--- src/rtl/rv32i_fetch_decode_queue.sv ---
// Execute-side instruction queue: buffers fetch packets in a DEPTH-entry FIFO
// and presents the head entry decoded into RV32I fields.
module rv32i_fetch_decode_queue #(
    parameter int unsigned DEPTH = 2
) (
    input  logic                     CLK,
    input  logic                     nRST,
    input  logic                     flush,
    input  logic                     fetch_token,
    output logic                     fetch_ready,
    input  logic [31:0]              fetch_pc,
    input  logic [31:0]              fetch_pc4,
    input  logic [31:0]              fetch_instr,
    input  logic [31:0]              fetch_pred,
    output logic                     dec_valid,
    input  logic                     dec_ready,
    output logic [31:0]              dec_pc,
    output logic [31:0]              dec_pc4,
    output logic [31:0]              dec_pred,
    output logic [6:0]               dec_opcode,
    output logic [2:0]               dec_funct3,
    output logic [6:0]               dec_funct7,
    output logic [4:0]               dec_rd,
    output logic [4:0]               dec_rs1,
    output logic [4:0]               dec_rs2,
    output logic [31:0]              dec_imm,
    output logic                     dec_illegal,
    output logic [$clog2(DEPTH):0]   count
);

    localparam int unsigned PW = $clog2(DEPTH);
    localparam int unsigned CW = PW + 1;

    typedef enum logic [6:0] {
        OP_LUI     = 7'b0110111,
        OP_AUIPC   = 7'b0010111,
        OP_JAL     = 7'b1101111,
        OP_JALR    = 7'b1100111,
        OP_BRANCH  = 7'b1100011,
        OP_LOAD    = 7'b0000011,
        OP_STORE   = 7'b0100011,
        OP_IMMED   = 7'b0010011,
        OP_REGREG  = 7'b0110011,
        OP_SYSTEM  = 7'b1110011,
        OP_MISCMEM = 7'b0001111
    } opcode_e;

    logic [31:0] pc_q    [DEPTH];
    logic [31:0] pc4_q   [DEPTH];
    logic [31:0] instr_q [DEPTH];
    logic [31:0] pred_q  [DEPTH];

    logic [PW-1:0] rd_ptr;
    logic [PW-1:0] wr_ptr;
    logic [CW-1:0] count_q;
    logic          push;
    logic          pop;

    assign fetch_ready = (count_q != CW'(DEPTH));
    assign dec_valid   = (count_q != '0);
    assign count       = count_q;

    assign push = fetch_token && fetch_ready && !flush;
    assign pop  = dec_valid && dec_ready && !flush;

    always_ff @(posedge CLK or negedge nRST) begin
        if (!nRST) begin
            rd_ptr  <= '0;
            wr_ptr  <= '0;
            count_q <= '0;
        end else if (flush) begin
            rd_ptr  <= '0;
            wr_ptr  <= '0;
            count_q <= '0;
        end else begin
            if (push) begin
                wr_ptr <= wr_ptr + PW'(1);
            end
            if (pop) begin
                rd_ptr <= rd_ptr + PW'(1);
            end
            case ({push, pop})
                2'b10:   count_q <= count_q + CW'(1);
                2'b01:   count_q <= count_q - CW'(1);
                default: count_q <= count_q;
            endcase
        end
    end

    // Payload storage needs no reset: every read is gated by occupancy.
    always_ff @(posedge CLK) begin
        if (push) begin
            pc_q[wr_ptr]    <= fetch_pc;
            pc4_q[wr_ptr]   <= fetch_pc4;
            instr_q[wr_ptr] <= fetch_instr;
            pred_q[wr_ptr]  <= fetch_pred;
        end
    end

    logic [31:0] head_instr;
    logic [6:0]  op;
    logic [2:0]  f3;
    logic [6:0]  f7;
    logic [31:0] imm_i;
    logic [31:0] imm_s;
    logic [31:0] imm_b;
    logic [31:0] imm_u;
    logic [31:0] imm_j;
    logic [31:0] imm;
    logic        illegal;

    assign head_instr = instr_q[rd_ptr];
    assign op         = head_instr[6:0];
    assign f3         = head_instr[14:12];
    assign f7         = head_instr[31:25];

    assign imm_i = {{20{head_instr[31]}}, head_instr[31:20]};
    assign imm_s = {{20{head_instr[31]}}, head_instr[31:25], head_instr[11:7]};
    assign imm_b = {{19{head_instr[31]}}, head_instr[31], head_instr[7],
                    head_instr[30:25], head_instr[11:8], 1'b0};
    assign imm_u = {head_instr[31:12], 12'h000};
    assign imm_j = {{11{head_instr[31]}}, head_instr[31], head_instr[19:12],
                    head_instr[20], head_instr[30:21], 1'b0};

    always_comb begin
        illegal = 1'b0;
        imm     = '0;
        case (op)
            OP_LUI, OP_AUIPC: begin
                imm = imm_u;
            end
            OP_JAL: begin
                imm = imm_j;
            end
            OP_JALR: begin
                imm     = imm_i;
                illegal = (f3 != 3'b000);
            end
            OP_BRANCH: begin
                imm     = imm_b;
                illegal = (f3 == 3'b010) || (f3 == 3'b011);
            end
            OP_LOAD: begin
                imm     = imm_i;
                illegal = (f3 == 3'b011) || (f3 == 3'b110) || (f3 == 3'b111);
            end
            OP_STORE: begin
                imm     = imm_s;
                illegal = (f3 > 3'b010);
            end
            OP_IMMED: begin
                imm = imm_i;
                if (f3 == 3'b001) begin
                    illegal = (f7 != 7'h00);
                end else if (f3 == 3'b101) begin
                    illegal = (f7 != 7'h00) && (f7 != 7'h20);
                end
            end
            OP_REGREG: begin
                // funct7 0x20 is only meaningful for SUB (000) and SRA (101)
                illegal = !((f7 == 7'h00) ||
                            ((f7 == 7'h20) && ((f3 == 3'b000) || (f3 == 3'b101))));
            end
            OP_SYSTEM: begin
                imm     = imm_i;
                illegal = (f3 == 3'b100);
            end
            OP_MISCMEM: begin
                imm     = imm_i;
                illegal = (f3 > 3'b001);
            end
            default: begin
                illegal = 1'b1;
            end
        endcase
        if (head_instr[1:0] != 2'b11) begin
            illegal = 1'b1;
        end
        if (illegal) begin
            imm = '0;
        end
    end

    always_comb begin
        dec_pc      = '0;
        dec_pc4     = '0;
        dec_pred    = '0;
        dec_opcode  = '0;
        dec_funct3  = '0;
        dec_funct7  = '0;
        dec_rd      = '0;
        dec_rs1     = '0;
        dec_rs2     = '0;
        dec_imm     = '0;
        dec_illegal = 1'b0;
        if (dec_valid) begin
            dec_pc      = pc_q[rd_ptr];
            dec_pc4     = pc4_q[rd_ptr];
            dec_pred    = pred_q[rd_ptr];
            dec_opcode  = op;
            dec_funct3  = f3;
            dec_funct7  = f7;
            dec_rd      = head_instr[11:7];
            dec_rs1     = head_instr[19:15];
            dec_rs2     = head_instr[24:20];
            dec_imm     = imm;
            dec_illegal = illegal;
        end
    end

endmodule

--- config.mk ---
export PLATFORM = sky130hd
export DESIGN_NAME = rv32i_fetch_decode_queue
export DESIGN_NICKNAME = d
export VERILOG_FILES = /design/src/rtl/rv32i_fetch_decode_queue.sv
export SDC_FILE = /design/constraint.sdc
export NUM_CORES = 1
export LEC_CHECK = 0
export CAP_MARGIN = 20
export CORE_ASPECT_RATIO = 1.25
export CORE_UTILIZATION = 40
export CTS_CLUSTER_DIAMETER = 30
export DETAILED_ROUTE_END_ITERATION = 12
export GPL_TIMING_DRIVEN = 0
export PLACE_DENSITY = 0.7
export SLEW_MARGIN = 25
export SYNTH_ARGS = -nofsm -noshare
export SYNTH_HDL_FRONTEND = slang
export SYNTH_SLANG_ARGS = --single-unit
--- constraint.sdc ---
create_clock -name CLK -period 14.7 [get_ports CLK]
set_input_delay 2.205 -clock CLK [delete_from_list [all_inputs] [get_ports CLK]]
set_output_delay 2.205 -clock CLK [all_outputs]
set_load 0.01 [all_outputs]
==> results.md, run 1 <==
* Run status: completed
* Crit path capture type: output port
* Initial DRC count at 244
* Share of the synthesized area in the top cell type at between 60% and 70%
* Post-Route WL at between 20,000 and 30,000 um
* Compound-Gate Fraction of Synth Area at under 10%
* Pwr Density at about 130 nW/um^2
* EDFF count, synth at 256
* WP data arrival at approximately 3.9 ns
* Largest area contributor in the netlist: edfxtp_1
* Post-route clock period utilization at roughly 41%
* #FFs+latches synth at 260
* Worst-Skew Late Latency at around 0.52 ns
* Via count at about 7,300
* Post-DP Area at between 10,000 and 15,000 um^2
* Commonest register cell after synthesis: edfxtp_1
* First-pass GRT wire length at a little over 40,000 um
* Final hold violations at 0
* Clock Pin Slew Worst Setup and Hold Paths at about 0.050 ns
* Leakage Power at approximately 0.0054 uW
* CTS max path bufs at 3
* FP Rows at 67
* Inserted Clock Buffers at just over 40
* Synth Area in Simple Gates at between 10% and 20%
* Post-CTS Resized at 0
* CP Max Fanout at 10
* Startpoint Class: flip-flop
* RSZ-0062 raised after global routing: no
* Max-cap violations at 0
* Post-Syn Nets at 863
* Max frequency at about 160 MHz
* Die Area at between 20,000 and 30,000 um^2
* Count leader, synth: edfxtp_1
* GRT Resource Usage Total at just under 20%
* Nets@finish at 1,239
* Share of flip-flops with an asynchronous set or reset at roughly 1.5%
* Max-slew violations at 0
* Post-Place Worst Slack at about 9.2 ns
* Postcts setup bufs at 0
* I/O Buffers at just under 300
* Largest net degree at the start of global routing at 14
* Final ANT Viol Nets at 0
* Req. time, crit path at between 10 and 15 ns
* Distinct cells, synth at between 60 and 70
* GP Congestion at between 0.8 and 0.9
* Design area at 16,200 um^2
* Slew HR at approximately 40%
* Die Width at roughly 150 um
* Fin Setup TNS at 0 ns
* Min Tclk post-route at between 6 and 7 ns
* Synth Area in XOR/XNOR at 0.398%
* DPL Wire Length at a little over 20,000 um
* Die Y at approximately 190 um
* Share of cells above drive strength 1 at between 10% and 20%
* Initial core utilization at 40.9%
* Crit Path Class: flip-flop to output port
* DRC violations left at 0
* Final setup fails at 0
* IO Count at slightly below 300
* Synth top cells by count: edfxtp_1, nor2_1, mux2i_1, nand2b_1
* Cell Area, Synth at between 10,000 and 15,000 um^2
* Fillers at ~2,100
* Seq/Total Area, Yosys at between 70% and 80%
* H-tree levels at 2
* Clk Tree Root Cell: clkbuf_16
* Top post-synthesis cells by area: edfxtp_1, mux2i_1, nor2_1
* Initial antenna violation count at 8
* Post-synthesis average cell area at ~15 um^2
* Worst Hold Class: flip-flop to flip-flop
* Vias per cell at 4.91
* Mux share of post-synthesis cell area at 11.6%
* YS warnings at 0
* First-pass DRT Iterations at 4
* Core area at 26,900 um^2
* CTS tree: done
* Largest family of logic cells by synthesized area: multiplexers
* Hold-fix buffers at CTS at 0
* Final worst-path setup slack at approximately 8.6 ns
* Post-Synth Adder-Cell Area at 0%
* Vias in the first global route at 7,837
* Area growth syn-to-layout at 46.8%
* WL/cell at approximately 18 um
* Clock Skew at between 0.01 and 0.015 ns
* Total congestion overflow at 0
* Worst slew pin tran at 0.893 ns
* Clk sinks at between 200 and 300
* Worst vdd ir at between 0.0001 and 0.00015 V
* Cells after Synth at between 700 and 800
-- cell families (layout without fill, tap and decap cells) --
logic type,count (synthesis),after routing
AOI/OAI and AO/OA,60,60
xor gates and xnor gates,5,5
buffers and inverters,46,455
DFF,260,260
muxes,127,127
other,0,5
and+or+nand+nor,232,232
-- stage by stage --
stage               hold WS (ns)  instances  power, uW  utilization (%)
global placement           0.536       1372       1140             53.5
global route               0.658       1488       2160             60.0
finish                     0.614       1489       2100             60.0
CTS                        0.625       1484       2120             60.0
detailed placement         0.601       1408       1140             54.7
floorplan                  0.519        730       1000                -
-- routing by layer --
metal,track usage [%],wire length (um)
met2,34.8,14500
met5,0,40
met3,6.73,2280
met4,10.1,1180
met1,19.7,9390
-- layout by cell type, fill, tap and decap left out, drive strengths merged, types with 4 or more instances in the layout --
cell / netlist / routed
a21oi: 24 / 24
and2: 9 / 9
buf: 22 / 58
bufinv: 0 / 7
clkbuf: 15 / 61
clkdlybuf4s50: 0 / 297
clkinv: 1 / 17
dfrtp: 4 / 4
diode: 0 / 5
edfxtp: 256 / 256
inv: 8 / 13
mux2: 7 / 7
mux2i: 120 / 120
nand2: 15 / 15
nand2b: 18 / 18
nand3: 8 / 8
nand3b: 5 / 5
nor2: 135 / 135
nor3: 18 / 18
o21ai: 5 / 5
o22a: 6 / 6
xor2: 5 / 5
-- final timing paths --
check,slack (ns),endpoint,startpoint,cells after the start
min in group asynchronous,1.90,count[1],nRST,1
max in group asynchronous,12.62,rd_ptr,nRST,1
hold / removal,0.61,wr_ptr,wr_ptr,2
hold reg to reg,0.61,wr_ptr,wr_ptr,2
setup reg to reg,11.99,pred_q[1][16],count[0],10
setup / recovery,8.62,dec_pc4[11],rd_ptr,8
-- final cells by class --
class | count | area [um^2] | share of cell area [%]
Antenna cell | 5 | 12.5 | 0.0775
Buffer | 37 | 213 | 1.32
Clock buffer | 46 | 1040 | 6.47
Clock inverter | 30 | 377 | 2.33
Inverter | 9 | 33.8 | 0.209
Multi-Input combinational cell | 424 | 2980 | 18.4
Sequential cell | 260 | 7790 | 48.2
Tap cell | 345 | 432 | 2.67
Timing Repair Buffer | 333 | 3280 | 20.3
-- state kept, by name, summed over array words and instances (netlist names) --
name and cells:
instr_q 64, pc4_q 64, pc_q 64, pred_q 64
count 2, rd_ptr 1, wr_ptr 1
-- worst max-delay path, cell delays in order (launching register included) --
cell and delay [ns]:
dfrtp_1 0.51, buf_6 0.20, buf_2 0.23, buf_2 0.32
clkbuf_1 0.71, buf_2 0.44, mux2i_1 0.13, nor2_1 0.21
clkdlybuf4s50_1 0.58
-- power by group --
group | leakage (uW) | total (uW) | internal, uW | switching, uW
Clock | 0.000694 | 976 | 641 | 335
Sequential | 0.00240 | 860 | 850 | 9.78
Combinational | 0.00233 | 262 | 132 | 129
No activity file was read; power rests on OpenSTA's default activity.
==> run 2, diff against run 1 <==
--- a/config.mk
+++ b/config.mk
@@ -11,7 +11,7 @@
 export CTS_CLUSTER_DIAMETER = 30
 export DETAILED_ROUTE_END_ITERATION = 12
 export GPL_TIMING_DRIVEN = 0
-export PLACE_DENSITY = 0.7
+export PLACE_DENSITY = 0.73
 export SLEW_MARGIN = 25
 export SYNTH_ARGS = -nofsm -noshare
 export SYNTH_HDL_FRONTEND = slang
==> constraint.sdc (replaced) <==
create_clock -name CLK -period 5 [get_ports CLK]
set_input_delay 0.75 -clock CLK [delete_from_list [all_inputs] [get_ports CLK]]
set_output_delay 0.75 -clock CLK [all_outputs]
set_load 0.01 [all_outputs]
==> results.md, run 2 (synthesis gave the netlist of run 1 again) <==
* Clk Tree Root Cell: clkbuf_16 (unchanged)
* Max-cap violations at 0 (unchanged)
* Largest net degree at the start of global routing at 16 (was 14)
* Pwr Density at 402 nW/um^2 (was 130 nW/um^2)
* Via count at 7,379 (was 7,317)
* Met1 wire length at 9730 um (was 9390 um)
* GRT Resource Usage Total at 19.7% (was 19.5%)
* FF-to-FF Start: count[0] (unchanged)
* Post-route clock period utilization at 86.9%
* Worst-Skew Late Latency at 0.53 ns (was 0.52 ns)
* CTS max path bufs at 3 (unchanged)
* Most frequent cells in the layout: clkdlybuf4s50_1, edfxtp_1, nor2_1 (unchanged)
* Final core utilization at 61.0% (was 60.0%)
* Met2 WL at 14,600 um (was 14,500 um)
* Worst slew pin tran at 0.871 ns (was 0.893 ns)
* Vias per cell at 4.97 (was 4.91)
* Clock Skew at 0.00780 ns (was 0.0149 ns)
* Final ANT Viol Nets at 0 (unchanged)
* First-pass DRT Iterations at 4 (unchanged)
* FP Rows at 67 (unchanged)
* Crit path capture type: output port (unchanged)
* Nets@finish at 1,232 (was 1,239)
* Die Y at 187 um (unchanged)
* CTS tree: done (unchanged)
* Leakage Power at 0.00550 uW (was 0.00542 uW)
* Final setup fails at 0 (unchanged)
* Met3 WL at 2190 um (was 2280 um)
* Initial antenna violation count at 4 (was 8)
* Worst setup path start: rd_ptr (unchanged)
* Final Non-Filler Cells at 1,486 (was 1,489)
* Inserted Clock Buffers at 48 (was 41)
* IO Count at 298 (unchanged)
* Vias in the first global route at 7,919 (was 7,837)
* Max-slew violations at 0 (unchanged)
* Top Metal Used: met5 (unchanged)
* Clock Pin Slew Worst Setup and Hold Paths at 0.05 ns (about the same)
* Area growth syn-to-layout at 49.2% (was 46.8%)
* Worst Hold Class: primary input to asynchronous set/reset pin (was flip-flop to flip-flop)
* Initial core utilization at 40.9% (unchanged)
* Postcts setup bufs at 0 (unchanged)
* Crit Path Class: flip-flop to output port (unchanged)
* Post-Route WL at 27,500 um (was 27,400 um)
* Core area at 26,900 um^2 (unchanged)
* H-tree levels at 2 (unchanged)
* Hold-fix buffers at CTS at 0 (unchanged)
* Startpoint Class: flip-flop (unchanged)
* Share of cells above drive strength 1 at 14.7% (unchanged)
* DPL Wire Length at 20,100 um (was 20,600 um)
* RSZ-0062 raised after global routing: no (unchanged)
* Die Area at 28,200 um^2 (unchanged)
* WL/cell at 18.5 um (was 18.4 um)
* Post-CTS Resized at 0 (unchanged)
* Final hold violations at 0 (unchanged)
* Initial DRC count at 321 (was 244)
* Worst vdd ir at 0.000295 V (was 0.000107 V)
* Min Tclk post-route at between 4 and 5 ns
* First-pass GRT wire length at 42,100 um (was 41,600 um)
* GP Congestion at 0.905 (was 0.889)
* Run status: completed (unchanged)
* Req. time, crit path at 4.25 ns (was 12.49 ns)
* Total congestion overflow at 0 (unchanged)
* CP Max Fanout at 10 (unchanged)
* DRC violations left at 0 (unchanged)
* WP data arrival at 3.60 ns (was 3.87 ns)
* Placed insts at 1,394 (was 1,408)
* Max frequency at ~230 MHz
* Slew HR at 41.9% (was 40.4%)
* Clk sinks at 260 (unchanged)
* I/O Buffers at 297 (unchanged)
* Most common cell after layout, fill and taps aside: clkdlybuf4s50_1 (unchanged)
* Die Width at 150 um (unchanged)
run 2: layout make-up:
cell class | instances | area, um^2
Fill cell | 2039 | 10500
Clock inverter | 31 | 387
Tap cell | 345 | 432
Inverter | 9 | 33.8
Multi-Input combinational cell | 424 | 2990
Sequential cell | 260 | 7790
Buffer | 37 | 213
Timing Repair Buffer | 319 | 3260
Antenna cell | 2 | 5.00
Clock buffer | 59 | 1310
run 2: metal layers:
metal / global-route usage (%) / up-vias
li1: - / 3502
met1: 20.6 / 3540
met2: 35.5 / 269
met3: 6.39 / 64
met4: 8.28 / 4
met5: 0 / -
run 2: power breakdown:
group / switching, uW / internal (uW)
registers: 29.7 / 2500
clock network: 1070 / 2230
logic: 376 / 390
total: 1470 / 5120
run 2: critical path: stages (launching register included):
cell and delay, ns:
dfrtp_1 0.48, buf_6 0.19, buf_2 0.23, buf_2 0.30, clkbuf_1 0.53, buf_2 0.41, mux2i_1 0.12, nor2_1 0.18
clkdlybuf4s50_1 0.60
run 2: worst paths after layout:
path / endpoint / slack, ns / cells after the start
max: dec_pc[30] / 0.65 / 8
min: count[1] / 0.43 / 1
max reg2reg: pc4_q[1][26] / 2.60 / 7
min reg2reg: wr_ptr / 0.67 / 2
max in group asynchronous: rd_ptr / 4.40 / 1
min in group CLK: wr_ptr / 0.67 / 2
run 2: through the flow:
stage | power (uW) | TNS [ns] | instance area (um^2) | hold slack [ns] | worst slack, ns
2_1_floorplan | 2930 | 0 | 11000 | 0.454 | 0.349
3_3_place_gp | 3320 | -496.33 | 14400 | 0.600 | -2.14
3_5_place_dp | 3340 | 0 | 14700 | 0.634 | 1.12
4_1_cts | 6650 | 0 | 16400 | 0.415 | 0.534
5_1_grt | 6810 | 0 | 16400 | 0.430 | 0.363
6_report | 6590 | 0 | 16400 | 0.427 | 0.653
==> run 3, diff against run 2 <==
--- a/config.mk
+++ b/config.mk
@@ -7,12 +7,12 @@
 export LEC_CHECK = 0
 export CAP_MARGIN = 20
 export CORE_ASPECT_RATIO = 1.25
-export CORE_UTILIZATION = 40
+export CORE_UTILIZATION = 44
 export CTS_CLUSTER_DIAMETER = 30
 export DETAILED_ROUTE_END_ITERATION = 12
 export GPL_TIMING_DRIVEN = 0
-export PLACE_DENSITY = 0.73
-export SLEW_MARGIN = 25
+export PLACE_DENSITY = 0.79
+export SLEW_MARGIN = 40
 export SYNTH_ARGS = -nofsm -noshare
 export SYNTH_HDL_FRONTEND = slang
 export SYNTH_SLANG_ARGS = --single-unit
==> results.md, run 3 (synthesis gave the netlist of run 1 again) <==
* GP Congestion at 0.919 (was 0.905)
* Hold-fix buffers at CTS at 0 (unchanged)
* Post-route clock period utilization at 87.0% (was 86.9%)
* FP Rows at 64 (was 67)
* Worst Hold Class: primary input to asynchronous set/reset pin (unchanged)
* Die Width at 143 um (was 150 um)
* First-pass GRT wire length at 40,500 um (was 42,100 um)
* Die Y at 179 um (was 187 um)
* Postcts setup bufs at 0 (unchanged)
* Slew HR at 51.6% (was 41.9%)
* Leakage Power at 0.00533 uW (was 0.00550 uW)
* Req. time, crit path at 4.25 ns (about the same)
* Inserted Clock Buffers at 40 (was 48)
* GRT Resource Usage Total at 21.2% (was 19.7%)
* Reg-to-reg slack, setup at 2.22 ns (was 2.60 ns)
* DPL Wire Length at 19,900 um (was 20,100 um)
* Worst slew pin tran at 0.725 ns (was 0.871 ns)
* Final hold violations at 0 (unchanged)
* Final setup fails at 0 (unchanged)
* DRC violations left at 0 (unchanged)
* Max-slew violations at 0 (unchanged)
* Run status: completed (unchanged)
* Largest net degree at the start of global routing at 15 (was 16)
* Share of cells above drive strength 1 at 14.2% (was 14.7%)
* Fin Setup TNS at 0 ns (unchanged)
* Initial antenna violation count at 3 (was 4)
* Post-Route WL at 27,300 um (was 27,500 um)
* Max frequency at 230 MHz (about the same)
* CTS tree: done (unchanged)
* I/O Buffers at 297 (unchanged)
* Initial core utilization at 44.9% (was 40.9%)
* First-pass DRT Iterations at 5 (was 4)
* Crit path capture type: output port (unchanged)
* Die Area at 25,600 um^2 (was 28,200 um^2)
* Final ANT Viol Nets at 0 (unchanged)
* Most common cell after layout, fill and taps aside: clkdlybuf4s50_1 (unchanged)
* WL/cell at 18.7 um (was 18.5 um)
* H-tree levels at 2 (unchanged)
* CP Max Fanout at 10 (unchanged)
* Core area at 24,500 um^2 (was 26,900 um^2)
* Nets@finish at 1,228 (was 1,232)
* WP data arrival at 3.60 ns (about the same)
* Min Tclk post-route at 4.35 ns (about the same)
* Crit Path Class: flip-flop to output port (unchanged)
* Via count at 7,337 (was 7,379)
* Total congestion overflow at 0 (unchanged)
* Most frequent cells in the layout: clkdlybuf4s50_1, edfxtp_1, nor2_1 (unchanged)
* Post-CTS Resized at 0 (unchanged)
* Startpoint Class: flip-flop (unchanged)
* Pwr Density at 373 nW/um^2 (was 402 nW/um^2)
* Vias in the first global route at 7,451 (was 7,919)
* RSZ-0062 raised after global routing: no (unchanged)
* Vias per cell at 5.03 (was 4.97)
* Clk sinks at 260 (unchanged)
* Worst-Skew Late Latency at 0.51 ns (was 0.53 ns)
* R2R depth at 9 (was 7)
* IO Count at 298 (unchanged)
* Area growth syn-to-layout at 45.6% (was 49.2%)
* Initial DRC count at 471 (was 321)
* Clk Tree Root Cell: clkbuf_16 (unchanged)
* Worst vdd ir at 0.000320 V (was 0.000295 V)
* RR Endpoint: pc4_q[1][4] (was pc4_q[1][26])
* Clock Skew at 0.0126 ns (was 0.00780 ns)
* CTS max path bufs at 3 (unchanged)
* Total power at 5970 uW (was 6590 uW)
* Clock Pin Slew Worst Setup and Hold Paths at 0.05 ns (about the same)
* Max-cap violations at 0 (unchanged)
* FF-to-FF Start: count[0] (unchanged)
run 3: cell count changes in the layout (fill, tap and decap cells not counted), moves of 3 or more:
| cell | previous run | this run |
|---|---|---|
| buf_4 | 1 | 9 |
| clkinvlp_4 | 4 | 7 |
| buf_8 | 10 | 1 |
| clkbuf_16 | 50 | 41 |
| buf_6 | 19 | 24 |
| bufinv_16 | 7 | 3 |
| clkbuf_1 | 22 | 18 |
| clkinv_4 | 7 | 4 |
run 3: worst max-delay path: stages (launching register included):
cell	delay (ns)
dfrtp_1	0.51
buf_6	0.19
buf_2	0.21
buf_2	0.31
clkbuf_1	0.56
buf_2	0.43
mux2i_1	0.30
nor2_1	0.06
clkdlybuf4s50_1	0.50
run 3: metrics by stage:
step,instance area [um^2],setup WS [ns],utilization (%),hold WS [ns],std cells
floorplan,11000,0.349,-,0.454,730
detailed placement,14700,1.08,59.9,0.631,1383
CTS,16000,0.516,65.3,0.435,1457
global placement,14400,-2.05,58.8,0.600,1357
finish,16000,0.649,65.4,0.457,1460
global route,16000,0.399,65.3,0.447,1457
run 3: worst max-delay path by stage:
| stage | from | endpoint | slack, ns |
|---|---|---|---|
| 6_report | rd_ptr | dec_pc4[10] | 0.65 |
| 5_1_grt | rd_ptr | dec_pc4[10] | 0.40 |
| 4_1_cts | rd_ptr | dec_pc4[10] | 0.52 |
| 3_5_place_dp | rd_ptr | dec_pc4[10] | 1.08 |
| 3_3_place_gp | fetch_token | pc4_q[1][6] | -2.05 |
| 2_1_floorplan | fetch_token | instr_q[1][0] | 0.35 |
run 3: final cells by class:
| cell class | instances | area, um^2 |
|---|---|---|
| clock inverter | 27 | 262 |
| buffer | 37 | 214 |
| fill | 1815 | 8490 |
| sequential | 260 | 7790 |
| inverter | 9 | 33.8 |
| clock buffer | 47 | 1070 |
| tap | 330 | 413 |
| timing repair buffer | 323 | 3240 |
| antenna | 3 | 7.51 |
| multi-input combinational | 424 | 2990 |
run 3: routing by layer:
layer  routed length (um)  up-vias  global-route usage, %
li1                     -     3485                      -
met2                14800      256                   39.6
met5                   14        -                      0
met1                 9450     3521                   21.7
met3                 2090       73                   6.41
met4                  939        2                   9.04
run 3: power breakdown:
group	switching [uW]	internal (uW)
registers	29.5	2500
clock network	969	1700
logic	380	388
